### config.mk
export PLATFORM = sky130hd
export DESIGN_NAME = seq_divider32
export DESIGN_NICKNAME = d
export VERILOG_FILES = /design/src/rtl/seq_divider32.sv
export SDC_FILE = /design/constraint.sdc
export NUM_CORES = 1
export LEC_CHECK = 0
export CORE_UTILIZATION = 50
export DETAILED_ROUTE_END_ITERATION = 6
export GPL_TIMING_DRIVEN = 0
export PLACE_DENSITY = 0.75
export SYNTH_ARGS = -nofsm -noshare
export SYNTH_HDL_FRONTEND = slang
export SYNTH_SLANG_ARGS = --single-unit
### constraint.sdc
create_clock -name clk -period 3.6 [get_ports clk]
set_input_delay 0.72 -clock clk [delete_from_list [all_inputs] [get_ports clk]]
set_output_delay 0.72 -clock clk [all_outputs]
set_load 0.02 [all_outputs]
### src/rtl/seq_divider32.sv
// Iterative restoring divider: one quotient bit per clock, unsigned by default.
// Define DIV_SIGNED_EN to add the signed_op port and two's-complement operation.
module seq_divider32 #(
    parameter int unsigned WIDTH = 32
) (
    input  logic             clk,
    input  logic             rst,
    input  logic             start,
`ifdef DIV_SIGNED_EN
    input  logic             signed_op,
`endif
    input  logic [WIDTH-1:0] dividend,
    input  logic [WIDTH-1:0] divisor,
    output logic             busy,
    output logic             done,
    output logic [WIDTH-1:0] quotient,
    output logic [WIDTH-1:0] remainder,
    output logic             div_by_zero
);
    localparam int unsigned CW = (WIDTH > 1) ? $clog2(WIDTH) : 1;

    typedef enum logic [1:0] {IDLE = 2'd0, RUN = 2'd1, DONE = 2'd2} state_t;

    state_t           state, state_nxt;
    logic [CW-1:0]    cnt;
    logic [WIDTH-1:0] r, q, dvsr;
    logic [WIDTH-1:0] mag_a, mag_b;
    logic [WIDTH:0]   r_sh;
    logic [WIDTH:0]   sum;
    logic             no_borrow;
    logic [WIDTH-1:0] r_new, q_new, q_fin, r_fin;
    logic             accept, ld_zero, ld_run, busy_nxt, done_nxt;

    // Operand magnitudes fed to the unsigned core
`ifdef DIV_SIGNED_EN
    logic sa, sb, neg_q, neg_r;
    assign sa    = signed_op & dividend[WIDTH-1];
    assign sb    = signed_op & divisor[WIDTH-1];
    assign mag_a = sa ? (~dividend + WIDTH'(1)) : dividend;
    assign mag_b = sb ? (~divisor + WIDTH'(1)) : divisor;
`else
    assign mag_a = dividend;
    assign mag_b = divisor;
`endif

    assign accept = start && ((state == IDLE) || (state == DONE));

    // Trial subtraction: carry-out of R_low + ~D + 1 means no borrow. The shifted-out
    // remainder MSB alone also guarantees no borrow since R < D < 2^WIDTH.
    assign r_sh      = {r, q[WIDTH-1]};
    assign sum       = {1'b0, r_sh[WIDTH-1:0]} + {1'b0, ~dvsr} + (WIDTH+1)'(1);
    assign no_borrow = r_sh[WIDTH] | sum[WIDTH];
    assign r_new     = no_borrow ? sum[WIDTH-1:0] : r_sh[WIDTH-1:0];
    assign q_new     = {q[WIDTH-2:0], no_borrow};

    always_ff @(posedge clk) begin
        if (rst) state <= IDLE;
        else     state <= state_nxt;
    end

    always_comb begin
        state_nxt = state;
        case (state)
            IDLE, DONE: begin
                if (start) state_nxt = (divisor == '0) ? DONE : RUN;
                else       state_nxt = IDLE;
            end
            RUN:     if (cnt == '0) state_nxt = DONE;
            default: state_nxt = IDLE;
        endcase
    end

    always_comb begin
        busy_nxt = (state_nxt == RUN);
        done_nxt = (state_nxt == DONE);
        ld_zero  = accept && (divisor == '0);
        ld_run   = (state == RUN) && (cnt == '0);
        q_fin    = q_new;
        r_fin    = r_new;
`ifdef DIV_SIGNED_EN
        if (neg_q) q_fin = ~q_new + WIDTH'(1);
        if (neg_r) r_fin = ~r_new + WIDTH'(1);
`endif
    end

    // Iteration datapath and result registers
    always_ff @(posedge clk) begin
        if (rst) begin
            cnt         <= '0;
            r           <= '0;
            q           <= '0;
            dvsr        <= '0;
            busy        <= 1'b0;
            done        <= 1'b0;
            quotient    <= '0;
            remainder   <= '0;
            div_by_zero <= 1'b0;
`ifdef DIV_SIGNED_EN
            neg_q       <= 1'b0;
            neg_r       <= 1'b0;
`endif
        end else begin
            busy <= busy_nxt;
            done <= done_nxt;
            if (accept) begin
                cnt         <= CW'(WIDTH - 1);
                r           <= '0;
                q           <= mag_a;
                dvsr        <= mag_b;
                div_by_zero <= 1'b0;
`ifdef DIV_SIGNED_EN
                neg_q       <= sa ^ sb;
                neg_r       <= sa;
`endif
            end else if (state == RUN) begin
                cnt <= cnt - CW'(1);
                r   <= r_new;
                q   <= q_new;
            end
            if (ld_zero) begin
                quotient    <= '1;
                remainder   <= dividend;
                div_by_zero <= 1'b1;
            end else if (ld_run) begin
                quotient    <= q_fin;
                remainder   <= r_fin;
            end
        end
    end
endmodule

# Yosys cells after proc, flatten, opt, wreduce, memory -nomap -nowiden

Cells that the tools add are included.

Register bits: 170
Bits of input ports: 67
Output and inout port bits: 67
Logic and storage cells: 46

$add $sub $neg: 3
Equal/unequal tests: 4
Mux-type cells: 15
Bitwise operators: 2
Reduce and logical (&&, ||, !) cells: 12

Operators by type and width:

| operator                                         | number |
|---|---|
| two-way mux 32 bit                               | 7 |
| adder 32 x 32 -> 33 bit                          | 1 |
| adder 33 x 1 -> 33 bit, second input constant    | 1 |
| logical NOT 32 bit                               | 1 |
| NOT 32 bit                                       | 1 |
| two-way mux 5 bit                                | 2 |
| two-way mux 2 bit                                | 3 |
| nonzero test 2 bit                               | 3 |
| logical NOT 5 bit                                | 1 |
| subtractor 5 x 1 -> 5 bit, second input constant | 1 |
| == test 2 x 1 -> 1 bit, second input constant    | 2 |
| == test 2 bit, second input constant             | 2 |
| one-hot mux 2 bit (2 select lines)               | 1 |
| OR reduction 2 bit                               | 2 |
| logical AND 1 bit                                | 3 |
| logical NOT 2 bit                                | 1 |
| two-way mux 1 bit                                | 2 |
| logical OR 1 bit                                 | 1 |
| bitwise OR 1 bit                                 | 1 |

# Longest topological paths before layout

Depth in word-level cells: 7
Gate-level depth with buffers: 14
Mapped depth without buffers: 12

# Worst setup path before layout

No wires, ideal clock.

Kind: reg2reg
Start: register q[31]
End: register remainder[5]
Setup time: 0.104 ns
Arrival time: 2.698 ns
Required time: 3.496 ns
Setup slack: 0.798 ns
Cell stages (with the launch flop): 12
Buffers on the path: 1
Clock period less this slack: 2.802 ns
Cells stage by stage: dfxtp_1 > inv_1 > ha_1 > fa_1 > and2b_1 > o31ai_2 > a21oi_4 > a31oi_4 > o311a_1 > buf_6 > o31a_1 > a2111oi_2

Word-level cells in the longest chain between the ends: 6

Ends and longest elaborated chain:

| item                        | RTL line | text |
|---|---|---|
| start, declared             | 26       | `logic [WIDTH-1:0] r, q, dvsr;` |
| start signal, assigned      | 108      | `q <= mag_a;` |
| start signal, assigned      | 118      | `q <= q_new;` |
| adder 32 x 32 -> 33 bit (*) | 51       | `assign sum = {1'b0, r_sh[WIDTH-1:0]} + {1'b0, ~dvsr} + (WIDTH+1)'(1);` |
| adder 33 x 1 -> 33 bit (*)  | 51       |  |
| bitwise OR 1 bit            | 52       | `assign no_borrow = r_sh[WIDTH] \| sum[WIDTH];` |
| two-way mux 32 bit (*)      | 53       | `assign r_new = no_borrow ? sum[WIDTH-1:0] : r_sh[WIDTH-1:0];` |
| two-way mux 32 bit (*)      | 124      | `end else if (ld_run) begin` |
| two-way mux 32 bit (*)      | 120      | `if (ld_zero) begin` |
| end signal, assigned        | 122      | `remainder <= dividend;` |
| end signal, assigned        | 126      | `remainder <= r_fin;` |
| end, declared               | 17       | `output logic [WIDTH-1:0] remainder,` |

Mark *: on every way between the ends. The rest lies on a longest branch, timed or not. The select of a mux whose other input is x is not followed.
A chain may end at the register's enable or synchronous reset.

# Worst setup path in the final report

Start: register q[31]
End: register r[8]

Word-level cells in the longest chain between the ends: 4

Ends and longest elaborated chain:

| item                        | RTL line | text |
|---|---|---|
| adder 32 x 32 -> 33 bit (*) | 51       |  |
| adder 33 x 1 -> 33 bit (*)  | 51       |  |
| bitwise OR 1 bit            | 52       |  |
| two-way mux 32 bit (*)      | 53       |  |
| end signal, assigned        | 117      | `r <= r_new;` |
| end, declared               | 26       |  |

Mark *: on every way between the ends. The rest lies on a longest branch, timed or not.

==> reports/metrics.csv <==
metric,value,unit
holdWs,0.455,ns
cts_tree,done,
ioPinCount,134,
ctsResizeCount,0,
initial_core_util,0.510,
worstPathRequired,3.90,ns
hold_viol_final,0,
gp_congestion,0.887,
clock-root-buffer,clkbuf_16,
diodes,0,
die_x,134,µm
switching_share,0.355,
power_density,551,nW/µm²
post_cts_buffers,0,
fin_nets,1362,
syn_area_per_cell,7.89,µm²
drv_cap,0,
r2r_setup_slack,0.27,ns
clock_latency,0.43,ns
core_area,17200,µm²
dp_hpwl,20200,µm
numCtsBuffers,17,
clk_path_buf_depth,2,
drive_above_1_share,0.0628,
drc,0,
period_share,0.926,
tns,0,ns
switching_power,2.14,mW
grt_antenna_before_repair,0,
vias,8587,
setup_viol_count_final,0,
wire_per_inst,17.8,µm
finalPower,6.05,mW
worst_slack,0.266,ns
vias_per_cell,5.73,
synth_edf_count,0,
syn2layout_area_growth,25.4,%
tightestPinTransition,0.801,ns
clkSlewWorstSetupHoldPaths,0.07,ns
firstDrtPassIters,5,
place_inst,1467,
path_class,register to register,
grt-ovfl-total,0,
grt_max_degree,17,
synth-seq-cells,170,
die_area,18100,µm²
max_slew_margin,0.464,
clkPwrFrac,0.321,
combPwrFrac,0.327,
htree_num_levels,4,
grt_pass1_wl,41900,µm
drt_iter0_drc,772,
cp.arrival,3.63,ns
syn_nets,1211,
yosysTopAreaCellShare,0.388,
maxSlewViolCount,0,
clock_skew,0.00916,ns
fmax,300,MHz
pre_cts_ws,-0.411,ns
final_util,0.639,
port_buffers,132,
min_period,3.33,ns
ant_nets,0,
hold_class,register to register,
place_area,10400,µm²
synth_top_area_cell,dfxtp_1,
hold_buffers,0,
p_int,3.90,mW
wirelength,26700,µm
seq_power_share,0.352,
path_max_fanout,10,
grt_pass1_vias,7939,
final_area,11000,µm²
instances_no_fill,1499,
outcome,finished clean,
synth.distinct_cells,57,
syn_area,8760,µm²
async_flop_share,0,
yosys_warnings,0,
synthCells,1110,
ys_seq_area_frac,0.388,
n_fill_cell,1550,
worst_setup_path_start_kind,register,
worst_setup_path_end_kind,register,
cts.sinks,170,
fp.dieH,134,µm
synthFlopType,dfxtp_1,
rows,48,
track_usage,0.298,
rsz0062_at_grt,false,
total_leakage_power,4.15,nW
synth.area.top_cells,"dfxtp_1, nand2_1, nor2_1",
max-vdd-ir-drop,0.000364,V
logic make-up after synthesis:
| family | share of synthesized area |
|---|---|
| AO/OA/AOI/OAI | 0.236 |
| XOR/XNOR | 0.0310 |
| adder cells (fa/ha/maj) | 0.0494 |
| buffers and inverters | 0.0564 |
| flip-flops | 0.388 |
| multiplexers | 0.0171 |
| AND/OR/NAND/NOR | 0.222 |
layout make-up:
type | count | area (µm²) | area share
Buffer | 79 | 344 | 0.0313
Clock buffer | 19 | 433 | 0.0394
Clock inverter | 13 | 178 | 0.0162
Inverter | 40 | 150 | 0.0137
Multi-Input combinational cell | 821 | 4870 | 0.444
Sequential cell | 170 | 3400 | 0.310
Tap cell | 225 | 282 | 0.0256
Timing Repair Buffer | 132 | 1320 | 0.120
power groups by stage:
stage | Sequential [mW] | Combinational, mW | Clock [mW]
finish | 2.13 | 1.97 | 1.94
global route | 2.14 | 2.13 | 2.03
CTS | 2.12 | 1.94 | 1.94
detailed placement | 2.16 | 1.92 | 0
global placement | 2.16 | 1.92 | 0
floorplan | 2.19 | 1.30 | 0
synth_stat cells (all sizes together), types with 2 or more instances:
master,n
a211oi,31
a311oi,31
nor4,11
clkbuf,67
o31ai,4
nand3,6
and3,5
a21o,14
nor3,68
inv,40
a22oi,6
nor2,160
nand4,6
o21bai,5
a41oi,3
o22ai,7
a2111oi,23
a21oi,103
o221ai,2
buf,12
o211ai,4
o21ai,33
o21a,6
mux2i,12
nand2b,8
o31a,3
or3,4
dfxtp,170
or2,5
a31oi,6
ha,33
nand2,167
nand4b,2
mux2,2
xor2,14
xnor2,17
nor2b,10
worst max-delay path: stages (launching register included):
cell	delay, ns
dfxtp_1	0.34
inv_1	0.06
ha_1	0.23
fa_1	0.38
and2b_1	0.26
o31ai_2	0.11
a21oi_4	0.26
a31oi_4	0.18
o311a_1	0.39
buf_6	0.17
buf_6	0.16
mux2i_1	0.33
nor2_1	0.09
a21oi_1	0.18
nor2_1	0.06
per-layer routing:
metal  vias to the layer above  wire length (µm)  track usage
met1                      4021             12300        0.401
met4                         0               595       0.0993
li1                       4214                 -            -
met3                        42              1650       0.0503
met2                       310             12200        0.482
met5                         -                 0            0
worst paths after layout:
check / start / endpoint / depth (start not counted)
max: q[31] / r[8] / 14
min: dvsr[25] / dvsr[25] / 2
max reg2reg: q[31] / r[8] / 14
min reg2reg: dvsr[25] / dvsr[25] / 2
sequential cells by signal, summed over array words and instances, names as in the netlist:
register     cells
busy             1
cnt              5
div_by_zero      1
done             1
dvsr            32
q               32
quotient        32
r               32
remainder       32
state            2
placed cells by master (no fill, tap or decap), drive strengths merged, types with 3 or more instances in the layout:
master and count:
xnor2 17, o21ai 33, and3 5, a41oi 3, buf 12, o31a 3
nand3 6, nor4 11, o31ai 4, o22ai 7, a22oi 6, nand4 6
nor2 160, mux2i 12, o21bai 5, clkbuf 86, clkdlybuf4s50 132, or2 5
a21oi 103, a21o 14, o211ai 4, nand2b 8, nor2b 10, ha 33
o21a 6, nor3 68, a211oi 31, xor2 14, bufinv 3, nand2 167
dfxtp 170, a31oi 6, inv 47, or3 4, a2111oi 23, a311oi 31
Note: power is estimated with default switching activity, not from simulation.
==> patch 1 (same flow settings) <==
Reset style: asynchronous (`rst`), changed in 2 clocked blocks.
--- a/src/rtl/seq_divider32.sv
+++ b/src/rtl/seq_divider32.sv
@@ -55,3 +55,3 @@
 
-    always_ff @(posedge clk) begin
+    always_ff @(posedge clk or posedge rst) begin
         if (rst) state <= IDLE;
@@ -86,3 +86,3 @@
     // Iteration datapath and result registers
-    always_ff @(posedge clk) begin
+    always_ff @(posedge clk or posedge rst) begin
         if (rst) begin
Function: differs if rst is asserted again (counterexample within 4 cycles, from zero or initial values and one cycle with rst high); with rst held inactive, the same outputs for 10 cycles.
==> patch 1 against the unedited design <==
Synthesized cell count is 10% lower; cell count down 6.8%; final area grew 4.0%; routed wire length shrank 4.6%; worst setup slack worse by 130 ps; area after synthesis increased by 1.9%; sequential cell count stayed put.
Power is not compared: it rests on default switching activity, and its combinational part moved more than twofold at a synthesized area within 25%.
==> patch 1: results (changes against the unedited design) <==
Clock tree
  • Clk slew on worst S/H paths: 70 ps (about the same)
  • Clk_lat worst skew: 440 ps
  • Clock tree root buffer cell: clkbuf_16 (unchanged)
  • CTS Buf Count: 17 (unchanged)
  • CTS Buffer Depth: 2 (unchanged)
  • H-tree depth: 4 (unchanged)

Yosys
  • Register area share after synthesis: 0.4767 (was 0.3884)
  • Yosys top cell area share: 0.4767 (was 0.3884)
  • Synth top cells by count: nand2_1, dfrtp_1, o21ai_0, a21oi_1, inv_1 (was dfxtp_1, nand2_1, nor2_1, a21oi_1, nor3_1)
  • Ys Warns: 0 (unchanged)
  • Syn Nets: 1,100 (was 1,211)
  • Ranking of synthesized cells by area: dfrtp_1, nand2_1, o21ai_0 (was dfxtp_1, nand2_1, nor2_1)
  • Post-synthesis mux area share: 0.02748 (was 0.01714)
  • Post-synth ARST share: 1.000 (was 0)
  • Post-synthesis compound-gate area fraction: 0.1914 (was 0.2356)
  • Synth Area in Adders: 0.04851 (was 0.04941)
  • Distinct cells, synth: 61 (was 57)
  • Top_reg_cell synth: dfrtp_1 (was dfxtp_1)
  • XOR/XNOR Fraction of Synth Area: 0.02650 (was 0.03099)

Power
  • Leakage: 4.932 nW
  • Peak supply drop: approximately 0.00076 V

Global routing
  • First-pass GRT wire length: 41.16 mm (was 41.88 mm)
  • Number of antenna violations at the first check in global routing: 0 (unchanged)
  • GRT Resource Usage Total: 0.2935 (was 0.2976)
  • Largest net degree at the start of global routing: 42 (was 17)
  • Number of global-route vias before repair: 7,904 (was 7,939)

Detailed routing
  • M1 WL: 11.16 mm (was 12.31 mm)
  • Metal2 WL: 12.23 mm (was 12.19 mm)
  • DR vias/cell: 5.805 (was 5.728)
  • TritonRoute pass-1 iters: 5 (unchanged)
  • Detailed Route Iter0 Violations: 780 (was 772)
  • Final WL: 25.53 mm (was 26.75 mm)
  • Met3 WL: 1.530 mm (was 1.649 mm)
  • Max layer used: met4 (unchanged)

Status
  • Status: complete, no violations (unchanged)

Placement
  • Placed Area: 10,620 µm² (was 10,360 µm²)
  • Place WS: -39.84 ps (was -410.6 ps)
  • HPWL after DPL: 19.12 mm (was 20.19 mm)
  • RD Place Congestion: 0.9175 (was 0.8870)
  • I/O Buffers: 133 (was 132)

Timing
  • Setup Skew: 9.271 ps (was 9.162 ps)
  • Slew @ Worst Pin: 756.7 ps (was 801.3 ps)

Cells and area
  • Nets: 1,260 (was 1,362)
  • Fraction of layout instances using a drive strength above 1: 0.08198 (was 0.06279)

Worst setup path
  • Critical path fanouts, max: 10 (unchanged)
  • Crit path DAT: 3770 ps (was 3630 ps)

Hold path
  • Hold Crit Class: flop to flop (unchanged)
## patch 1: timing repair
item / CTS / global route
buffers inserted: 0 / 4
resized for setup: 6 / 27
pin swaps: 1 / 2
endpoints found under the hold margin: 0 / 0
endpoints found under the setup margin: 19 / 58
## patch 1: final cells by class
class	count	area (µm²)
diodes	1	2.502
plain buffers	56	339.1
clock buffers	17	425.4
clock inverters	14	156.4
fillers	1399	5937
inverters	50	191.4
multi-input cells	723	4328
flip-flops and latches	170	4254
well taps	225	281.5
repair buffers	141	1441
## patch 1: logic make-up after synthesis
family / after synthesis
compound gates: 288
xor+xnor: 27
fa+ha+maj: 34
buf+inv: 106
flops: 170
mux: 24
simple gates: 350
## patch 1: metrics by stage
step / utilization / instances
after floorplan: - / 999
after global placement: 0.6073 / 1357
after CTS: 0.6468 / 1392
after global routing: 0.6578 / 1396
after detailed placement: 0.6120 / 1361
final: 0.6579 / 1397
## patch 1: report_power, final
group	switching (mW)	leakage [nW]	total [mW]	internal, mW
registers	0.660	1.99	3.52	2.86
clock network	0.854	0.280	1.83	0.981
logic	4.82	2.66	8.56	3.74
## patch 1: per-layer routing
metal / track usage / up-vias
li1: - / 3794
met1: 0.3949 / 3984
met2: 0.4756 / 287
met3: 0.05125 / 45
met4: 0.1042 / 0
met5: 0 / -
## patch 1: final timing paths
kind / from / end / slack, ps / cells after the start
worst min-delay path: dvsr[0] / dvsr[0] / 490 / 2
worst max-delay path: q[31] / remainder[5] / 130 / 14
max in group asynchronous: rst / r[6] / 1990 / 4
min in group asynchronous: rst / quotient[21] / 720 / 2
worst max register to register: q[31] / remainder[5] / 130 / 14
worst min register to register: dvsr[0] / dvsr[0] / 490 / 2
## patch 1: worst max-delay path, stage by stage (launching register included)
cell      delay, ps
dfrtp_1         380
inv_1            90
ha_2            200
fa_2            220
nand2b_1        150
a21oi_2          80
o41a_1          410
a221o_2         420
a31oi_4         260
o221ai_4        190
or2_1           260
buf_6           160
buf_12          170
mux2i_2         230
a21oi_1         100
==> patch 2 (config.mk and constraints unchanged) <==
Without the edit above. The parameter `WIDTH` goes from 32 to 16.
--- a/src/rtl/seq_divider32.sv
+++ b/src/rtl/seq_divider32.sv
@@ -3,3 +3,3 @@
 module seq_divider32 #(
-    parameter int unsigned WIDTH = 32
+    parameter int unsigned WIDTH = 16
 ) (
Interface: changed (resized dividend, divisor, quotient and remainder); port bits go from 134 to 70. No check against the original RTL was run, so the function may have changed too.
==> patch 2 against the unedited design <==
The flow now finishes with violations (design-rule violations); total power decreased by 53%; critical path depth down 5; area after synthesis down 45%; count of clock-buffer cells in the layout shrank 9; cell count shrank 44%; clock skew is 7.1 ps higher; combinational power shrank 55%; final area is 46% lower; via count shrank 42%; non-clock buffer count decreased by 96; worst setup slack better by 280 ps; routed wire length shrank 45%; sequential cell count decreased by 81.
==> patch 2: results (changes against the unedited design) <==
Yosys
  • Ranking of synthesized cells by area: dfxtp_1, nand2_1, a21oi_1 (was dfxtp_1, nand2_1, nor2_1)
  • Synth top cells by count: nand2_1, dfxtp_1, a21oi_1, nor2_1, nor3_1 (was dfxtp_1, nand2_1, nor2_1, a21oi_1, nor3_1)
  • Post-Syn Instances: 628 (was 1,110)
  • Distinct cells, synth: 59 (was 57)
  • Register area share after synthesis: 0.3685 (was 0.3884)
  • Syn Nets: 681 (was 1,211)

Worst setup path
  • R2R cell count: 10 (was 14)
  • Crit path DAT: 3300 ps (was 3630 ps)
  • Worst r2r dst: remainder[6] (was r[8])
  • Reg-to-reg setup timing slack: 740 ps (was 270 ps)
  • Crit-path slowest cell: nor4_1 (was o311a_1)
  • CP peak stage delay: 570 ps (was 390 ps)
  • Top Family by Delay on Critical Path: simple AND/OR/NAND/NOR gates (was compound AO/OA/AOI/OAI gates)
  • Worst r2r src: q[15] (was q[31])

Placement
  • I/O Buffers: 69 (was 132)
  • RD Place Congestion: 0.9364 (was 0.8870)
  • Place WS: 196.4 ps (was -410.6 ps)

Timing
  • Setup Skew: 16.21 ps (was 9.162 ps)
  • Hold_ws: 458.7 ps (was 455.5 ps)
  • Slew headroom: 0.5414 (was 0.4638)

Status
  • Status: complete, but fails checks (was complete, no violations)
  • Failing checks: design-rule violations

Detailed routing
  • Detailed Route Iter0 Violations: 266 (was 772)
  • Routed len/inst: 17.63 µm (was 17.84 µm)
  • Vias: 4,989 (was 8,587)
  • Met3 WL: 966 µm (was 1.649 mm)
  • Metal2 WL: 7.084 mm (was 12.19 mm)
  • TritonRoute pass-1 iters: 7 (was 5)
  • M1 WL: 6.149 mm (was 12.31 mm)
  • DR DRC count: 2 (was 0)

Clock tree
  • Clk_lat worst skew: 380 ps (was 430 ps)
  • CTS Buf Count: 9 (was 17)
  • H-tree depth: 3 (was 4)
  • Clock tree root buffer cell: clkbuf_8 (was clkbuf_16)

Power
  • Net load switching power: 0.9998 mW (was 2.144 mW)
  • Seq power: 1.11 mW (was 2.13 mW)
  • Peak supply drop: 0.0002537 V (was 0.0003644 V)
  • Reg power frac: 0.393 (was 0.352)
  • Clk pwr share: 0.292 (was 0.321)

Global routing
  • GRT met3 Usage: 0.03969 (was 0.05026)
  • Met1 Use GR: 0.3653 (was 0.4010)
  • Grt met2 use: 0.5311 (was 0.4822)
  • First-pass GRT wire length: 23.76 mm (was 41.88 mm)

Hold path
  • Hold endpoint: dvsr[9] (was dvsr[25])
  • Worst hold start: dvsr[9] (was dvsr[25])

Cells and area
  • Fraction of layout instances using a drive strength above 1: 0.05189 (was 0.06279)
-- patch 2: final cells by class --
class	instances	area, µm²
Fill cell	885	3363
Multi-Input combinational cell	466	2730
Sequential cell	89	1782
Timing Repair Buffer	69	690.7
Buffer	46	221.5
Tap cell	129	161.4
Clock buffer	10	137.6
Inverter	27	101.3
Clock inverter	6	96.34
-- patch 2: how the worst max path moves through the flow --
stage | depth (start not counted) | start | slack, ps | end
CTS | 9 | divisor[15] | 600 | remainder[3]
global route | 9 | divisor[15] | 500 | remainder[3]
global placement | 9 | divisor[0] | 190 | remainder[3]
finish | 9 | divisor[15] | 540 | remainder[13]
detailed placement | 9 | divisor[15] | 200 | remainder[3]
floorplan | 10 | q[15] | 1250 | remainder[8]
-- patch 2: cells by family (layout without fill, tap and decap cells) --
kind of cell	count (synthesis)	in the layout	synth area share
fa+ha+maj	18	18	0.04814
compound gates	161	161	0.2218
flops	89	89	0.3685
simple gates	270	270	0.2622
mux	7	7	0.01449
xor+xnor	10	10	0.01812
buf+inv	73	158	0.06677
